===== src/rtl/hex_entry_pad_pkg.sv =====
// Shared types and constants for the hex entry pad.
// States, button indices and a nibble-edit helper used by the top level.
package hex_entry_pkg;

  typedef enum logic [1:0] {
    IDLE   = 2'd0,
    EDIT   = 2'd1,
    COMMIT = 2'd2
  } state_t;

  localparam int NUM_BTNS  = 5;
  localparam int NIBBLES   = 4;

  localparam int BTN_UP    = 0;
  localparam int BTN_DOWN  = 1;
  localparam int BTN_LEFT  = 2;
  localparam int BTN_RIGHT = 3;
  localparam int BTN_ENTER = 4;

  // Increment or decrement one nibble modulo 16 without touching its neighbours.
  function automatic logic [NIBBLES*4-1:0] step_nibble(
    input logic [NIBBLES*4-1:0] value,
    input logic [1:0]           idx,
    input logic                 inc
  );
    logic [NIBBLES*4-1:0] result;
    logic [3:0]           nib;
    result = value;
    nib    = value[idx*4 +: 4];
    result[idx*4 +: 4] = inc ? (nib + 4'd1) : (nib - 4'd1);
    return result;
  endfunction

endpackage


===== src/rtl/hex_entry_pad_debounce.sv =====
// Per-button input conditioning: 2-FF synchroniser, stability counter,
// debounced level and a one-cycle pulse on each debounced press.
module btn_debounce #(
  parameter int unsigned DEBOUNCE_CYCLES = 1_000_000
) (
  input  logic clk,
  input  logic rst_n,
  input  logic i_raw,
  output logic o_level,
  output logic o_press
);

  localparam int CNT_W = $clog2(DEBOUNCE_CYCLES);

  logic             r_sync1;
  logic             r_sync2;
  logic             r_level;
  logic             r_level_d;
  logic [CNT_W-1:0] r_cnt;

  // Bring the asynchronous button into the clock domain.
  always_ff @(posedge clk or negedge rst_n) begin
    if (!rst_n) begin
      r_sync1 <= 1'b0;
      r_sync2 <= 1'b0;
    end else begin
      r_sync1 <= i_raw;
      r_sync2 <= r_sync1;
    end
  end

  // Accept a new level only after it has disagreed with the old one for DEBOUNCE_CYCLES samples.
  always_ff @(posedge clk or negedge rst_n) begin
    if (!rst_n) begin
      r_cnt   <= '0;
      r_level <= 1'b0;
    end else if (r_sync2 == r_level) begin
      r_cnt <= '0;
    end else if (r_cnt == CNT_W'(DEBOUNCE_CYCLES - 1)) begin
      r_cnt   <= '0;
      r_level <= r_sync2;
    end else begin
      r_cnt <= r_cnt + CNT_W'(1);
    end
  end

  // Delayed copy of the debounced level for rising-edge detection.
  always_ff @(posedge clk or negedge rst_n) begin
    if (!rst_n) begin
      r_level_d <= 1'b0;
    end else begin
      r_level_d <= r_level;
    end
  end

  assign o_level = r_level;
  assign o_press = r_level & ~r_level_d;

endmodule


===== src/rtl/hex_entry_pad.sv =====
// Front-panel hex entry: debounced buttons edit a 4-nibble buffer that is
// committed to value_out on Enter; drives a display value and blink mask.
// Optional feature macro: AUTO_REPEAT_EN (hold up/down to auto-repeat in EDIT).
module hex_entry_pad
  import hex_entry_pkg::*;
#(
  parameter int unsigned DEBOUNCE_CYCLES = 1_000_000,
  parameter int unsigned BLINK_CYCLES    = 25_000_000,
  parameter int unsigned REPEAT_DELAY    = 50_000_000,
  parameter int unsigned REPEAT_PERIOD   = 10_000_000
) (
  input  logic        clk,
  input  logic        rst_n,
  input  logic        btn_up,
  input  logic        btn_down,
  input  logic        btn_left,
  input  logic        btn_right,
  input  logic        btn_enter,
  output logic [15:0] display_value,
  output logic [3:0]  digit_blank,
  output logic [15:0] value_out,
  output logic        value_valid,
  output logic        editing,
  output logic [1:0]  cursor
);

  localparam int BL_W = $clog2(BLINK_CYCLES);

  logic [NUM_BTNS-1:0] w_raw;
  logic [NUM_BTNS-1:0] w_press;
  logic [NUM_BTNS-1:0] w_level;
  logic                w_up;
  logic                w_down;
  logic                w_unused_lvl;

  state_t      r_state;
  state_t      w_next_state;
  logic [15:0] r_edit_buf;
  logic [15:0] w_next_buf;
  logic [15:0] r_value_out;
  logic        r_value_valid;
  logic [1:0]  r_cursor;
  logic [1:0]  w_next_cursor;
  logic        w_blink_restart;
  logic        w_commit;
  logic [BL_W-1:0] r_blink_cnt;
  logic        r_blink_off;

  assign w_raw[BTN_UP]    = btn_up;
  assign w_raw[BTN_DOWN]  = btn_down;
  assign w_raw[BTN_LEFT]  = btn_left;
  assign w_raw[BTN_RIGHT] = btn_right;
  assign w_raw[BTN_ENTER] = btn_enter;

  for (genvar g = 0; g < NUM_BTNS; g++) begin : g_btn
    btn_debounce #(
      .DEBOUNCE_CYCLES(DEBOUNCE_CYCLES)
    ) u_debounce (
      .clk    (clk),
      .rst_n  (rst_n),
      .i_raw  (w_raw[g]),
      .o_level(w_level[g]),
      .o_press(w_press[g])
    );
  end

  // Only the up/down levels feed the repeat logic; the rest are informational.
  assign w_unused_lvl = ^w_level;

`ifdef AUTO_REPEAT_EN
  localparam int REP_W = $clog2(REPEAT_DELAY + 1);

  logic [REP_W-1:0] r_rep_cnt;
  logic             w_rep_hold;
  logic             w_rep_fire;

  assign w_rep_hold = (r_state == EDIT) && (w_level[BTN_UP] || w_level[BTN_DOWN]);
  assign w_rep_fire = w_rep_hold && (r_rep_cnt == REP_W'(REPEAT_DELAY));

  // Count hold time; after the first repeat, rewind so the next fires REPEAT_PERIOD later.
  always_ff @(posedge clk or negedge rst_n) begin
    if (!rst_n) begin
      r_rep_cnt <= '0;
    end else if (!w_rep_hold) begin
      r_rep_cnt <= '0;
    end else if (w_rep_fire) begin
      r_rep_cnt <= REP_W'(REPEAT_DELAY - REPEAT_PERIOD + 1);
    end else begin
      r_rep_cnt <= r_rep_cnt + REP_W'(1);
    end
  end

  assign w_up   = w_press[BTN_UP]   | (w_rep_fire & w_level[BTN_UP]);
  assign w_down = w_press[BTN_DOWN] | (w_rep_fire & w_level[BTN_DOWN]);
`else
  logic w_unused_rep;

  assign w_unused_rep = ^{REPEAT_DELAY, REPEAT_PERIOD};
  assign w_up         = w_press[BTN_UP];
  assign w_down       = w_press[BTN_DOWN];
`endif

  // State register.
  always_ff @(posedge clk or negedge rst_n) begin
    if (!rst_n) begin
      r_state <= IDLE;
    end else begin
      r_state <= w_next_state;
    end
  end

  // Next state and buffer/cursor edits; one action per cycle, enter > up > down > left > right.
  always_comb begin
    w_next_state    = r_state;
    w_next_buf      = r_edit_buf;
    w_next_cursor   = r_cursor;
    w_blink_restart = 1'b0;
    w_commit        = 1'b0;
    case (r_state)
      IDLE: begin
        if (w_press[BTN_ENTER]) begin
          w_next_state    = EDIT;
          w_next_buf      = r_value_out;
          w_next_cursor   = 2'd0;
          w_blink_restart = 1'b1;
        end
      end
      EDIT: begin
        if (w_press[BTN_ENTER]) begin
          w_next_state = COMMIT;
        end else if (w_up) begin
          w_next_buf = step_nibble(r_edit_buf, r_cursor, 1'b1);
        end else if (w_down) begin
          w_next_buf = step_nibble(r_edit_buf, r_cursor, 1'b0);
        end else if (w_press[BTN_LEFT]) begin
          w_next_cursor   = r_cursor + 2'd1;
          w_blink_restart = 1'b1;
        end else if (w_press[BTN_RIGHT]) begin
          w_next_cursor   = r_cursor - 2'd1;
          w_blink_restart = 1'b1;
        end
      end
      COMMIT: begin
        w_next_state = IDLE;
        w_commit     = 1'b1;
      end
      default: begin
        w_next_state = IDLE;
      end
    endcase
  end

  // Edit buffer, cursor and committed value; valid pulses alongside the new value_out.
  always_ff @(posedge clk or negedge rst_n) begin
    if (!rst_n) begin
      r_edit_buf    <= '0;
      r_cursor      <= '0;
      r_value_out   <= '0;
      r_value_valid <= 1'b0;
    end else begin
      r_edit_buf    <= w_next_buf;
      r_cursor      <= w_next_cursor;
      r_value_valid <= w_commit;
      if (w_commit) begin
        r_value_out <= r_edit_buf;
      end
    end
  end

  // Cursor blink timer: idle outside EDIT, restarted in the on phase by entry or cursor moves.
  always_ff @(posedge clk or negedge rst_n) begin
    if (!rst_n) begin
      r_blink_cnt <= '0;
      r_blink_off <= 1'b0;
    end else if ((r_state != EDIT) || w_blink_restart) begin
      r_blink_cnt <= '0;
      r_blink_off <= 1'b0;
    end else if (r_blink_cnt == BL_W'(BLINK_CYCLES - 1)) begin
      r_blink_cnt <= '0;
      r_blink_off <= ~r_blink_off;
    end else begin
      r_blink_cnt <= r_blink_cnt + BL_W'(1);
    end
  end

  assign editing       = (r_state == EDIT);
  assign display_value = editing ? r_edit_buf : r_value_out;
  assign digit_blank   = (editing && r_blink_off) ? (4'b0001 << r_cursor) : 4'b0000;
  assign value_out     = r_value_out;
  assign value_valid   = r_value_valid;
  assign cursor        = r_cursor;

endmodule


===== config.mk =====
export PLATFORM = sky130hd
export DESIGN_NAME = hex_entry_pad
export DESIGN_NICKNAME = d
export VERILOG_FILES = /design/src/rtl/hex_entry_pad_pkg.sv /design/src/rtl/hex_entry_pad_debounce.sv /design/src/rtl/hex_entry_pad.sv
export SDC_FILE = /design/constraint.sdc
export NUM_CORES = 1
export LEC_CHECK = 0
export CAP_MARGIN = 30
export CORE_AREA = 2 2 131 133
export DETAILED_ROUTE_END_ITERATION = 7
export DIE_AREA = 0 0 133 135
export PLACE_DENSITY = 0.75
export SYNTH_ARGS = -nofsm -noshare
export SYNTH_HDL_FRONTEND = slang
export SYNTH_SLANG_ARGS = --single-unit

===== constraint.sdc =====
create_clock -name clk -period 2.2 [get_ports clk]
set_clock_uncertainty 0.15 [all_clocks]
set_input_delay 0.44 -clock clk [delete_from_list [all_inputs] [get_ports clk]]
set_output_delay 0.44 -clock clk [all_outputs]
set_load 0.1 [all_outputs]

==> results.py <==
metrics = {
    "timing": {
        "min_tclk_post_route_ns": 2.41,
        "max_freq_mhz": 416,
        "finalWorstSetupSlack_ns": -0.206,
        "tns_ns": -1.58,
        "tightestPinTransition_ns": 0.507,
        "max_transition_margin_pct": 66.1,
        "finalHoldViolations": 0,
        "timing_max_transition_violations_final": 0,
        "finalSetupViolations": 23,
        "unrepaired_setup_endpoints_after_global_routing": "yes",
        "period_share_pct": 109,
    },
    "global_route": {
        "globalRouteOverflowTotal": 0,
        "wire_length_of_the_first_global_routing_pass_microns": 30700,
        "grt_max_degree": 57,
        "grt_use_total_pct": 21.2,
        "antenna_found_initial": 0,
        "first_global_vias": 6292,
    },
    "setup_path": {
        "crit_chain": "buf_12, inv_8, ha_4, buf_4, nor3_1, nand3_1, o211ai_1, o21a_1",
        "setup.worst_path.start_class": "flop",
        "cp_data_required_time_ns": 2.42,
        "critPathSlowestCell": "sky130_fd_sc_hd__dfrtp_4",
        "r2r_cells": 8,
        "timing.critical_path.arrival_ns": 2.62,
        "critical_path_class": "reg2reg",
        "worst_path_largest_cell_delay_ns": 0.45,
        "worst-path-max-fanout": 7,
        "cp-end-kind": "flop",
    },
    "detailed_routing": {
        "post_drt_wl_per_cell_microns": 16.2,
        "drc": 0,
        "totalWireLength_microns": 19600,
        "routed-via-count": 6679,
        "first_pass_iters": 5,
        "detail_route.iter0.violations": 488,
        "ant_nets": 0,
        "vias_per_cell": 5.52,
    },
    "synth": {
        "synthDominantCellAreaShare_pct": 51.8,
        "synth_fp_nets": 888,
        "asyncSetResetFlopFracSynth_pct": 100,
        "synth.lib_cells_used.distinct": 49,
        "number_of_flops_mapped_to_enable_cells_by_yosys": 0,
        "synth-seq-area-share_pct": 51.8,
        "synthesis.area_per_instance_sq_um": 10.2,
        "syn_area_sq_mm": 0.00884,
        "yosysTopAreaCell": "sky130_fd_sc_hd__dfrtp_1",
        "synth_flop_cell": "sky130_fd_sc_hd__dfrtp_1",
        "synth_top_cells_by_area": "sky130_fd_sc_hd__dfrtp_1 (52%), sky130_fd_sc_hd__xor2_1 (8.2%), sky130_fd_sc_hd__nor2_1 (6.4%)",
        "netlist_instances": 868,
        "yosys_warnings": 0,
        "yosys_register_bits": 183,
    },
    "finish": {
        "layout.filler_cells": 1093,
        "layout-drive-gt1-share_pct": 24.9,
        "multiInputGateArea_sq_mm": 0.00450,
        "final_design_area_no_fill_sq_mm": 0.0115,
        "regArea_sq_mm": 0.00458,
        "flow.area_growth_from_synthesis_pct": 30.3,
        "finalNonFillerCells": 1209,
        "fin_util_pct": 70.2,
        "diodes_inserted": 0,
        "net_count_of_the_finished_layout": 996,
    },
    "hold_path": {
        "worstHoldPathType": "reg2reg",
        "timing.hold.worst_path_depth": 0,
    },
    "clock_network": {
        "clock_sink_count": 183,
        "cts.path.max_buffers": 2,
        "clock_edge_transition_at_the_registers_on_the_reported_setup_and_hold_paths_ns": 0.07,
        "cts_tree": "yes",
        "clk_root_buffer_cell": "sky130_fd_sc_hd__clkbuf_16",
        "clk_latency_ns": 0.43,
        "cts_inserted_buffers": 17,
        "htreeDepth": 4,
    },
    "die": {
        "die_height_microns": 135,
        "floorplan.die_area_sq_mm": 0.0180,
        "io_pins": 47,
        "dieWidth_microns": 133,
        "fp-row-count": 47,
        "initial_utilization_pct": 53.9,
        "core_region_area_sq_mm": 0.0164,
    },
    "placement": {
        "placed_cells_incl_taps": 1144,
        "portBuffers": 46,
        "placement.setup.worst_slack_ns": -0.0383,
        "hpwl_microns": 12000,
        "place_congestion": 0.837,
        "postPlaceCellArea_sq_mm": 0.0101,
    },
    "power_and_ir_drop": {
        "vdd_ir_drop_max_mv": 0.637,
        "leakage_nw": 5.02,
        "power_per_cell_area_mw_per_mm2": 599,
    },
    "run": {
        "timing.max_cap.violations": 0,
    },
    "run_status": {
        "run_status": "complete, but fails checks",
        "violated_checks": "setup timing",
    },
}
[kinds of logic after synthesis]
group / synth area share, %
and+or+nand+nor: 23.7
DFF: 51.8
xor gates and xnor gates: 12.0
buffers and inverters: 2.77
AOI/OAI and AO/OA: 3.75
muxes: 4.10
adders and majority gates: 1.84
[report_power, final]
group	total, W	internal (W)	switching [W]
clock network	0.00330	0.00193	0.00136
logic	0.000181	0.0000624	0.000119
registers	0.00343	0.00339	0.0000318
total	0.00690	0.00539	0.00151
[area by class of cell]
class / instances / share of cell area (%)
clock inverters: 15 / 1.87
well taps: 220 / 2.39
repair buffers: 120 / 12.5
flip-flops and latches: 183 / 39.8
multi-input cells: 637 / 39.1
inverters: 17 / 0.706
clock buffers: 17 / 3.69
[cells in the mapped netlist (11+ instances only)]
cell                         n
sky130_fd_sc_hd__dfrtp_1   183
sky130_fd_sc_hd__nor2_1    150
sky130_fd_sc_hd__nand2_1    93
sky130_fd_sc_hd__xor2_1     83
sky130_fd_sc_hd__nand3_1    54
sky130_fd_sc_hd__xnor2_1    38
sky130_fd_sc_hd__nand4_1    27
sky130_fd_sc_hd__mux2_2     23
sky130_fd_sc_hd__and3_1     20
sky130_fd_sc_hd__inv_1      17
sky130_fd_sc_hd__buf_2      13
sky130_fd_sc_hd__ha_1       13
sky130_fd_sc_hd__nor4_1     13
sky130_fd_sc_hd__nor3_1     12
sky130_fd_sc_hd__o211ai_1   12
sky130_fd_sc_hd__o21a_1     12
sky130_fd_sc_hd__and4_1     11
[flip-flops by register name, summed over array words and instances, names as in the netlist]
| signal | flops |
|---|---|
| g_btn.u_debounce.r_level_d | 5 |
| r_state | 2 |
| r_edit_buf | 16 |
| value_out | 16 |
| g_btn.u_debounce.r_cnt | 100 |
| cursor | 2 |
| g_btn.u_debounce.r_sync2 | 5 |
| r_blink_off | 1 |
| value_valid | 1 |
| g_btn.u_debounce.o_level | 5 |
| g_btn.u_debounce.r_sync1 | 5 |
| r_blink_cnt | 25 |
[repair_timing]
| item | 4_1_cts | 5_1_grt |
|---|---|---|
| cloned | 1 | 4 |
| endpoints found under the hold margin | 51 | 0 |
| gates resized for setup | 33 | 55 |
| setup endpoints to repair | 26 | 105 |
| pin swaps | 3 | 8 |
| hold buffers | 1 | 0 |
| setup buffers | 12 | 15 |
[final timing paths]
kind | startpoint | endpoint | slack [ns]
min in group asynchronous | rst_n | r_blink_cnt[4]$_DFF_PN0_ | 0.39
max reg2reg | cursor[0]$_DFFE_PN0P_ | r_edit_buf[4]$_DFFE_PN0P_ | -0.21
max | cursor[0]$_DFFE_PN0P_ | r_edit_buf[4]$_DFFE_PN0P_ | -0.21
max in group asynchronous | rst_n | value_out[9]$_DFFE_PN0P_ | 0.87
min reg2reg | g_btn[3].u_debounce.r_sync1$_DFF_PN0_ | g_btn[3].u_debounce.r_sync2$_DFF_PN0_ | 0.20
min | g_btn[3].u_debounce.r_sync1$_DFF_PN0_ | g_btn[3].u_debounce.r_sync2$_DFF_PN0_ | 0.20
[metrics by stage]
| stage | hold WS (ns) | total power [W] |
|---|---|---|
| 6_report | 0.199 | 0.00690 |
| 5_1_grt | 0.205 | 0.00715 |
| 4_1_cts | 0.201 | 0.00697 |
| 3_5_place_dp | 0.186 | 0.00367 |
| 3_3_place_gp | 0.182 | 0.00367 |
| 2_1_floorplan | -0.00559 | 0.00355 |
[worst max-delay path: cells and delay by family (launching register included)]
family,cells,cell delay [ns]
compound gates,2,0.54
fa+ha+maj,1,0.15
buf+inv,3,0.33
flops,1,0.45
simple gates,2,0.71
[layer usage]
metal	track usage, %	vias up	wire (microns)
met2	35.4	179	9750
met1	28.0	3278	8530
met4	6.27	0	540
met3	4.58	47	807
met5	0	-	0
li1	-	3175	-
[placed cells by master (no fill, tap or decap), types with 13 or more instances in the layout]
master	n
sky130_fd_sc_hd__nand3_1	54
sky130_fd_sc_hd__xnor2_1	38
sky130_fd_sc_hd__nand2_4	24
sky130_fd_sc_hd__and3_1	16
sky130_fd_sc_hd__dfrtp_1	181
sky130_fd_sc_hd__nor2_1	150
sky130_fd_sc_hd__xor2_1	82
sky130_fd_sc_hd__buf_4	72
sky130_fd_sc_hd__buf_12	31
sky130_fd_sc_hd__mux2_2	23
sky130_fd_sc_hd__nand4_1	27
sky130_fd_sc_hd__inv_1	13
sky130_fd_sc_hd__clkbuf_16	21
sky130_fd_sc_hd__nand2_1	55
(Power assumes the default switching activity.)
